## src/rtl/ariane_pkg.sv

```systemverilog
// Shared core types: functional-unit encoding plus the LSU issue-scheduler
// state enum and the memory-op classifier used by the reorder stage.
package ariane_pkg;

  typedef enum logic [3:0] {
    NONE, LOAD, STORE, ALU, CTRL_FLOW, MULT, CSR, FPU, FPU_VEC, CVXIF, ACCEL
  } fu_t;

  typedef enum logic [1:0] {
    IDLE  = 2'd0,
    DEFER = 2'd1,
    STALL = 2'd2,
    DRAIN = 2'd3
  } lsu_sched_state_e;

  function automatic logic is_mem_fu(fu_t fu);
    return (fu == LOAD) || (fu == STORE);
  endfunction

endpackage

```

## src/rtl/lsu_issue_scheduler_if.sv

```systemverilog
// Handshake bundle between the issue/reorder stage, the LSU and the scheduler.
interface lsu_issue_scheduler_if #(
  parameter int unsigned CNT_W = 2
);
  import ariane_pkg::*;

  logic             flush_i;
  logic             debug_req_i;
  fu_t              issue_fu_i;
  logic             issue_valid_i;
  logic             issue_ack_i;
  logic             lsu_ready_i;
  logic             mem_done_i;
  logic             mem_defer_o;
  logic             mem_stall_o;
  logic [CNT_W-1:0] outstanding_o;
  logic [1:0]       state_o;

  modport master (
    output flush_i, debug_req_i, issue_fu_i, issue_valid_i, issue_ack_i,
           lsu_ready_i, mem_done_i,
    input  mem_defer_o, mem_stall_o, outstanding_o, state_o
  );

  modport slave (
    input  flush_i, debug_req_i, issue_fu_i, issue_valid_i, issue_ack_i,
           lsu_ready_i, mem_done_i,
    output mem_defer_o, mem_stall_o, outstanding_o, state_o
  );

endinterface

```

## src/rtl/updown_sat_counter.sv

```systemverilog
// Up/down counter clamped to [0, MAX]; simultaneous inc and dec cancel out.
module updown_sat_counter #(
  parameter int unsigned WIDTH = 2,
  parameter int unsigned MAX   = 3
) (
  input  logic             clk_i,
  input  logic             rst_i,
  input  logic             inc,
  input  logic             dec,
  input  logic             clr,
  output logic [WIDTH-1:0] count
);

  localparam logic [WIDTH-1:0] MAX_V = WIDTH'(MAX);

  always_ff @(posedge clk_i) begin
    if (rst_i || clr) begin
      count <= '0;
    end else if (inc && !dec && (count != MAX_V)) begin
      count <= count + WIDTH'(1);
    end else if (dec && !inc && (count != '0)) begin
      count <= count - WIDTH'(1);
    end
  end

endmodule

```

## src/rtl/lsu_issue_scheduler.sv

```systemverilog
// Decides when the head memory op is deferred, when memory issue is blocked,
// and drains in-flight LSU traffic while a debug request is pending.
module lsu_issue_scheduler
  import ariane_pkg::*;
#(
  parameter  int unsigned MAX_OUTSTANDING = 2,
  parameter  int unsigned MAX_DEFER       = 3,
  localparam int unsigned CNT_W           = $clog2(MAX_OUTSTANDING + 1)
) (
  input  logic                  clk_i,
  input  logic                  rst_i,
  lsu_issue_scheduler_if.slave  bus
);

  localparam int unsigned      DEF_W    = $clog2(MAX_DEFER + 1);
  localparam logic [CNT_W-1:0] OUT_MAX  = CNT_W'(MAX_OUTSTANDING);
  localparam logic [DEF_W-1:0] DEF_MAX  = DEF_W'(MAX_DEFER);
  localparam logic [DEF_W-1:0] DEF_LAST = DEF_W'(MAX_DEFER - 1);

  lsu_sched_state_e state_q, state_d;
  logic             mem_head, issue_evt, stall_release;
  logic [CNT_W-1:0] out_q;
  logic [DEF_W-1:0] def_q;

  assign mem_head  = bus.issue_valid_i && is_mem_fu(bus.issue_fu_i);
  assign issue_evt = mem_head && bus.issue_ack_i;

  // Next outstanding drops below the limit only on a completion without a new issue.
  assign stall_release = (out_q < OUT_MAX) || (bus.mem_done_i && !issue_evt);

  updown_sat_counter #(.WIDTH(CNT_W), .MAX(MAX_OUTSTANDING)) u_outstanding (
    .clk_i (clk_i),
    .rst_i (rst_i),
    .inc   (issue_evt),
    .dec   (bus.mem_done_i),
    .clr   (bus.flush_i),
    .count (out_q)
  );

  // Saturating at MAX_DEFER locks out re-deferral until the op finally issues.
  updown_sat_counter #(.WIDTH(DEF_W), .MAX(MAX_DEFER)) u_defer (
    .clk_i (clk_i),
    .rst_i (rst_i),
    .inc   (state_q == DEFER),
    .dec   (1'b0),
    .clr   (bus.flush_i || issue_evt),
    .count (def_q)
  );

  always_ff @(posedge clk_i) begin
    if (rst_i) state_q <= IDLE;
    else       state_q <= state_d;
  end

  always_comb begin
    state_d = state_q;
    if (bus.flush_i) begin
      state_d = IDLE;
    end else begin
      unique case (state_q)
        IDLE: begin
          if (bus.debug_req_i)                                       state_d = DRAIN;
          else if (mem_head && (out_q == OUT_MAX))                   state_d = STALL;
          else if (mem_head && !bus.lsu_ready_i && (def_q < DEF_MAX)) state_d = DEFER;
        end
        DEFER: begin
          if (bus.debug_req_i) state_d = DRAIN;
          else if (bus.lsu_ready_i || !mem_head || issue_evt || (def_q == DEF_LAST))
            state_d = IDLE;
        end
        STALL: begin
          if (bus.debug_req_i)  state_d = DRAIN;
          else if (stall_release) state_d = IDLE;
        end
        DRAIN: begin
          if (!bus.debug_req_i && (out_q == '0)) state_d = IDLE;
        end
        default: state_d = IDLE;
      endcase
    end
  end

  assign bus.mem_defer_o   = (state_q == DEFER);
  assign bus.mem_stall_o   = (state_q == STALL) || (state_q == DRAIN);
  assign bus.outstanding_o = out_q;
  assign bus.state_o       = state_q;

  // Protocol checks; a flush cycle discards completions, so it is exempt.
  always_ff @(posedge clk_i) begin
    if (!rst_i && !bus.flush_i) begin
      assert (!(bus.mem_done_i && (out_q == '0)));
      assert (!(issue_evt && (out_q == OUT_MAX)));
    end
  end

endmodule

```

## src/flat_wrapper.sv

```systemverilog
// flat-port wrapper written by rule: the top's interface ports become plain ports
module lsu_issue_scheduler_flat import ariane_pkg::*;
#(
  parameter  int unsigned MAX_OUTSTANDING = 2,
  parameter  int unsigned MAX_DEFER       = 3,
  localparam int unsigned CNT_W           = $clog2(MAX_OUTSTANDING + 1)
)
  (clk_i, rst_i, bus_flush_i, bus_debug_req_i, bus_issue_fu_i, bus_issue_valid_i, bus_issue_ack_i, bus_lsu_ready_i, bus_mem_done_i, bus_mem_defer_o, bus_mem_stall_o, bus_outstanding_o, bus_state_o);
  lsu_issue_scheduler_if bus_i ();
  input  logic clk_i;
  input  logic rst_i;
  input wire logic [$bits(bus_i.flush_i)-1:0] bus_flush_i;
  input wire logic [$bits(bus_i.debug_req_i)-1:0] bus_debug_req_i;
  input wire logic [$bits(bus_i.issue_fu_i)-1:0] bus_issue_fu_i;
  input wire logic [$bits(bus_i.issue_valid_i)-1:0] bus_issue_valid_i;
  input wire logic [$bits(bus_i.issue_ack_i)-1:0] bus_issue_ack_i;
  input wire logic [$bits(bus_i.lsu_ready_i)-1:0] bus_lsu_ready_i;
  input wire logic [$bits(bus_i.mem_done_i)-1:0] bus_mem_done_i;
  output wire logic [$bits(bus_i.mem_defer_o)-1:0] bus_mem_defer_o;
  output wire logic [$bits(bus_i.mem_stall_o)-1:0] bus_mem_stall_o;
  output wire logic [$bits(bus_i.outstanding_o)-1:0] bus_outstanding_o;
  output wire logic [$bits(bus_i.state_o)-1:0] bus_state_o;
  assign bus_i.flush_i = bus_flush_i;
  assign bus_i.debug_req_i = bus_debug_req_i;
  assign bus_i.issue_fu_i = bus_issue_fu_i;
  assign bus_i.issue_valid_i = bus_issue_valid_i;
  assign bus_i.issue_ack_i = bus_issue_ack_i;
  assign bus_i.lsu_ready_i = bus_lsu_ready_i;
  assign bus_i.mem_done_i = bus_mem_done_i;
  assign bus_mem_defer_o = bus_i.mem_defer_o;
  assign bus_mem_stall_o = bus_i.mem_stall_o;
  assign bus_outstanding_o = bus_i.outstanding_o;
  assign bus_state_o = bus_i.state_o;
  lsu_issue_scheduler #(.MAX_OUTSTANDING(MAX_OUTSTANDING), .MAX_DEFER(MAX_DEFER)) u_core (.clk_i(clk_i), .rst_i(rst_i), .bus(bus_i));
endmodule
```

## config.mk

```make
export PLATFORM = sky130hd
export DESIGN_NAME = lsu_issue_scheduler_flat
export DESIGN_NICKNAME = d
export VERILOG_FILES = /design/src/rtl/ariane_pkg.sv /design/src/rtl/lsu_issue_scheduler_if.sv /design/src/rtl/updown_sat_counter.sv /design/src/rtl/lsu_issue_scheduler.sv /design/src/flat_wrapper.sv
export SDC_FILE = /design/constraint.sdc
export NUM_CORES = 1
export LEC_CHECK = 0
export BUFFER_PORTS_ARGS = -buffer_cell sky130_fd_sc_hd__buf_2
export CAP_MARGIN = 30
export CORE_AREA = 4 4 41 43
export DETAILED_ROUTE_END_ITERATION = 10
export DIE_AREA = 0 0 45 47
export PLACE_DENSITY = 0.66
export SLEW_MARGIN = 0
export SYNTH_ARGS = -nofsm -noshare
export SYNTH_HDL_FRONTEND = slang
export SYNTH_SLANG_ARGS = --single-unit
```

## constraint.sdc

```tcl
create_clock -name clk_i -period 1.9 [get_ports clk_i]
set_input_delay 0.285 -clock clk_i [delete_from_list [all_inputs] [get_ports clk_i]]
set_output_delay 0.285 -clock clk_i [all_outputs]
set_load 0.01 [all_outputs]
```

==> impl_metrics.csv, run 1 <==
group,metric,value,unit
pwr,intPower,243,uW
detailed_routing,vias_per_cell,4.94,
setup_path,critPathSlowestCell,"dfxtp_1",
yosys,yosys_warnings,0,
clock_network,cts_resized,0,
yosys,synthesis.area,534,sq um
clock_network,cts_buffer_depth,2,
detailed_routing,wl,1030,um
pwr,p_seq_share,40.7,%
yosys,postSynthAreaPerCell,9.21,sq um
yosys,yosysSeqAreaShare,22.5,%
timing,rsz0062_at_grt,"false",
clock_network,clk_latency,0.24,ns
floorplan,coreArea,1300,sq um
grt,grt_first_pass_wirelength,1630,um
grt,grt_max_degree,9,
timing,hold_viol_final,0,
setup_path,crit_type,"flip-flop to output pin",
floorplan,die_x,45,um
yosys,synth_nets,77,
detailed_routing,drtAntennaViolNets,0,
clock_network,holdBufCountCts,0,
hold_path,hp-class,"input port to flip-flop",
job,drv_cap,0,
grt,overflow,0,
floorplan,dieArea,2120,sq um
cells_and_area,fin_nets,99,
cells_and_area,antenna_cells,0,
pwr,power,334,uW
grt,grtUsageTotal,10.8,%
cells_and_area,final_util,50.8,%
cells_and_area,drive_above_1_share,39.7,%
pwr,p_comb_share,25.3,%
floorplan,std_cell_rows,13,
pwr,switching_share,27.3,%
timing,relSlewSlack,77.3,%
setup_path,start_kind,"flip-flop",
timing,worst_clock_skew,0.000742,ns
setup_path,worstPathArrival,1.36,ns
status,status,"complete, no violations",
timing,layout_min_cycle_time,1.64,ns
setup_path,worst-path-max-fanout,5,
yosys,ys.flop_type,"dfxtp_1",
setup_path,path_cells,"inv_1, ha_1, or2_2, buf_2",
clock_network,clkSinkCount,6,
detailed_routing,route.vias.total,459,
setup_path,slowest_delay,0.39,ns
floorplan,ioPinCount,18,
setup_path,worstPathRequired,1.62,ns
timing,setup_viol,0,
floorplan,initial_utilization,41.1,%
placed_design,dp_hpwl,891,um
setup_path,crit_path_end_kind,"output pin",
yosys,synthArstFlopShare,0,%
placed_design,port_buffers,17,
detailed_routing,firstDrtPassIters,4,
pwr,p_clk_share,34.0,%
yosys,syn_inst,58,
timing,report.final.slew_viol_count,0,
timing,max_freq,0.609,GHz
pwr,ir_drop,312,uV
floorplan,fp.dieH,47,um
yosys,synth_edf_count,0,
timing,worstMarginPinSlew,0.337,ns
clock_network,cts_tree,"built",
clock_network,clk_root_buffer_cell,"clkbuf_4",
timing,fin_crit_sh,86.4,%
detailed_routing,wl_per_cell,11.0,um
detailed_routing,drc,0,
timing,fin_tns_setup,0,ns
pwr,p_switching,91.4,uW
pwr,power_density,506,nW/um^2
cells_and_area,syn_to_final_growth,23.7,%
yosys,synth_seq_cells,6,
clock_network,cts_setup_buffers,0,
clock_network,clkTransAtPathRegs,0.04,ns
clock_network,cts-buffers-inserted,3,
detailed_routing,drt_iter0_drc,7,
placed_design,gp_congestion,0.700,
grt,grt_pass1_vias,395,
yosys,synthDistinctLibCells,28,
grt,antenna_found_initial,0,
pwr,p_leak,0.000288,uW
clock_network,htreeDepth,1,
layout make-up:
cell class	count	area, sq um
sequential	6	120
timing repair buffer	17	85.1
multi-input combinational	47	395
clock buffer	3	22.5
tap	15	18.8
fill	130	641
inverter	5	18.8
flip-flops by register name (all words and copies together) (netlist names):
register and cells:
u_core.u_outstanding.count 2, u_core.bus.state_o 2, u_core.u_defer.count 2
power groups by stage:
stage / combinational [uW] / sequential [uW] / clock [uW]
after floorplan: 52.8 / 139 / 0
after global placement: 84.6 / 138 / 0
after detailed placement: 85.4 / 138 / 0
after CTS: 86.0 / 136 / 122
after global routing: 94.3 / 136 / 131
final: 84.6 / 136 / 114
routing by layer:
metal	vias up	global-route usage, %	part of all wire [%]
met5	-	0	0
met4	0	5.26	0
met3	0	3.83	7.0
met2	11	16.1	49
met1	200	13.7	44
li1	248	-	-
placed cells by master (no fill, tap or decap), drive strengths merged:
cell	instances
and2	1
o211ai	2
inv	5
o31a	1
nor4	2
ha	7
a21oi	1
a21boi	1
xor2	1
and2b	1
nand2b	1
or2	1
a31o	2
nor3b	1
o221ai	1
nor2b	2
mux2i	3
nor2	6
a221oi	1
nand3	1
a211oi	2
dfxtp	6
nand2	5
buf	17
nand4b	1
a2111oi	1
clkbuf	3
xnor2	2
metrics by stage:
step	instances	instance area [sq um]	worst slack, ns	hold slack [ns]
after global routing	93	661	0.180	0.237
after global placement	90	638	0.444	0.486
after CTS	93	661	0.245	0.227
after detailed placement	90	638	0.416	0.484
after floorplan	58	534	0.483	0.354
final	93	661	0.258	0.236
logic make-up (layout without fill, tap and decap cells):
group	after synthesis	after routing	synth area share, %
flip-flops	6	6	22.5
adder cells (fa/ha/maj)	7	7	16.4
buffers and inverters	5	25	3.51
AND/OR/NAND/NOR	22	22	25.5
XOR/XNOR	3	3	6.32
AO/OA/AOI/OAI	12	12	20.1
multiplexers	3	3	5.62
synthesized netlist by cell type, types with 2 or more instances:
cell / instances / area (sq um)
xnor2_1: 2 / 17.5
o211ai_1: 2 / 15.0
a31o_2: 2 / 17.5
nor2_1: 5 / 18.8
inv_1: 5 / 18.8
a211oi_1: 2 / 15.0
ha_1: 7 / 87.6
nand2_1: 4 / 15.0
nor4_1: 2 / 12.5
nor2b_1: 2 / 12.5
dfxtp_1: 6 / 120
mux2i_1: 3 / 30.0
path summary, 6_finish.rpt:
check,start,end,slack [ns],depth (start not counted)
setup / recovery,u_core.bus.state_o[0],bus_mem_stall_o,0.26,4
setup reg to reg,u_core.bus.state_o[0],u_core.bus.state_o[1],0.49,6
hold reg to reg,u_core.bus.state_o[1],u_core.bus.state_o[1],0.52,2
hold / removal,bus_flush_i,u_core.u_outstanding.count[0],0.24,2
worst max-delay path: cells and delay by family (launching register included):
| family | cells | cell delay (ns) |
|---|---|---|
| fa+ha+maj | 1 | 0.22 |
| buf+inv | 2 | 0.24 |
| flops | 1 | 0.39 |
| simple gates | 1 | 0.27 |
Power figures use the tool's default switching activity.
==> run 2: changes to the inputs <==
--- a/config.mk
+++ b/config.mk
@@ -10,7 +10,7 @@
 export CORE_AREA = 4 4 41 43
 export DETAILED_ROUTE_END_ITERATION = 10
 export DIE_AREA = 0 0 45 47
-export PLACE_DENSITY = 0.66
+export PLACE_DENSITY_LB_ADDON = 0.05
 export SLEW_MARGIN = 0
 export SYNTH_ARGS = -nofsm -noshare
 export SYNTH_HDL_FRONTEND = slang
==> impl_metrics.csv, run 2 (same netlist as run 1, synthesis figures left out) <==
group,metric,value,unit
status,status,"complete, no violations",
detailed_routing,drtAntennaViolNets,0,
floorplan,ioPinCount,18,
pwr,power_density,518,nW/um^2
timing,whs,0.231,ns
floorplan,initial_utilization,41.1,%
clock_network,cts_setup_buffers,0,
clock_network,clk_root_buffer_cell,"clkbuf_4",
placed_design,gp_congestion,0.697,
setup_path,worstPathArrival,1.38,ns
grt,grt_pass1_vias,479,
job,drv_cap,0,
floorplan,dieArea,2120,sq um
cells_and_area,fin_nets,99,
floorplan,die_x,45,um
cells_and_area,drive_above_1_share,39.7,%
placed_design,port_buffers,17,
grt,grt_first_pass_wirelength,1930,um
setup_path,crit_path_end_kind,"output pin",
detailed_routing,firstDrtPassIters,4,
grt,antenna_found_initial,0,
timing,hold_viol_final,0,
floorplan,std_cell_rows,13,
clock_network,holdBufCountCts,0,
floorplan,fp.dieH,47,um
timing,fin_crit_sh,87.5,%
cells_and_area,antenna_cells,0,
cells_and_area,syn_to_final_growth,23.7,%
setup_path,startpoint,"u_core.bus.state_o[0]",
cells_and_area,fillCellCount,140,
detailed_routing,drt_iter0_drc,6,
setup_path,critPathSlowestCell,"dfxtp_1",
detailed_routing,route.vias.total,479,
clock_network,cts_tree,"built",
clock_network,htreeDepth,1,
setup_path,slowest_delay,0.39,ns
pwr,p_leak,0.000288,uW
clock_network,cts_resized,0,
timing,max_freq,0.602,GHz
setup_path,path_cells,"inv_1, ha_1, or2_2, buf_2",
setup_path,worst-path-max-fanout,5,
detailed_routing,drc,0,
timing,setup_viol,0,
hold_path,worstHoldStart,"bus_flush_i",
timing,rsz0062_at_grt,"false",
setup_path,crit_buf_inv,2,
clock_network,clkTransAtPathRegs,0.04,ns
grt,grtUsageTotal,13.0,%
detailed_routing,wl,1120,um
floorplan,coreArea,1300,sq um
setup_path,crit_type,"flip-flop to output pin",
setup_path,timing.rr.start,"u_core.bus.state_o[1]",
timing,worst_clock_skew,0.00331,ns
timing,layout_min_cycle_time,1.66,ns
clock_network,cts_buffer_depth,2,
setup_path,worstPathRequired,1.62,ns
hold_path,hp-class,"input port to flip-flop",
grt,overflow,0,
detailed_routing,vias_per_cell,5.15,
timing,report.final.slew_viol_count,0,
cells_and_area,final_cell_mix,"17 x buf_2, 7 x ha_1, 6 x dfxtp_1",
grt,grt_max_degree,9,
clock_network,clk_latency,0.25,ns
detailed_routing,wl_per_cell,12.0,um
pwr,ir_drop,308,uV
clock_network,cts-buffers-inserted,3,
timing,fin_tns_setup,0,ns
cells_and_area,final_common_cell,"buf_2",
setup_path,start_kind,"flip-flop",
clock_network,clkSinkCount,6,
setup_path,path_delay_family,"flip-flops",
timing,worstMarginPinSlew,0.356,ns
timing,relSlewSlack,76.2,%
==> run 2: stage by stage <==
stage | cells | power (uW) | instance area, sq um | setup WS [ns] | util (%)
after floorplan | 58 | 192 | 534 | 0.483 | -
after CTS | 93 | 349 | 661 | 0.226 | 50.8
after detailed placement | 90 | 225 | 638 | 0.412 | 49.0
after global routing | 93 | 371 | 661 | 0.139 | 50.8
final | 93 | 342 | 661 | 0.238 | 50.8
after global placement | 90 | 225 | 638 | 0.418 | 49.0
==> run 2: layout make-up <==
| cell class | count | area [sq um] | area share, % |
|---|---|---|---|
| multi-input cells | 47 | 395 | 59.8 |
| clock buffers | 3 | 22.5 | 3.41 |
| flip-flops and latches | 6 | 120 | 18.2 |
| inverters | 5 | 18.8 | 2.84 |
| repair buffers | 17 | 85.1 | 12.9 |
| well taps | 15 | 18.8 | 2.84 |
==> run 2: power breakdown <==
| group | switching (uW) | internal (uW) |
|---|---|---|
| clock network | 48.7 | 71.6 |
| logic | 44.7 | 40.9 |
| registers | 5.30 | 131 |
==> run 2: worst register-to-register path, cell delays in order (launching register included) <==
cell      delay, ns
dfxtp_1        0.40
inv_1          0.11
ha_1           0.22
nand2b_1       0.08
nor4_1         0.05
a221oi_2       0.23
nand2_2        0.10
mux2i_1        0.12
==> run 2: routing by layer <==
metal | vias to the layer above | routed length (um) | track usage (%) | part of all wire, %
li1 | 249 | - | - | -
met1 | 216 | 476 | 13.4 | 43
met2 | 10 | 546 | 22.6 | 49
met3 | 4 | 77 | 4.98 | 6.9
met4 | 0 | 19 | 7.02 | 1.7
met5 | - | 0 | 0 | 0
==> run 2: final timing paths <==
path | to | slack (ns) | depth (start not counted)
max | bus_mem_stall_o | 0.24 | 4
min | u_core.u_outstanding.count[0] | 0.23 | 2
max reg2reg | u_core.bus.state_o[0] | 0.47 | 7
min reg2reg | u_core.u_defer.count[1] | 0.52 | 2
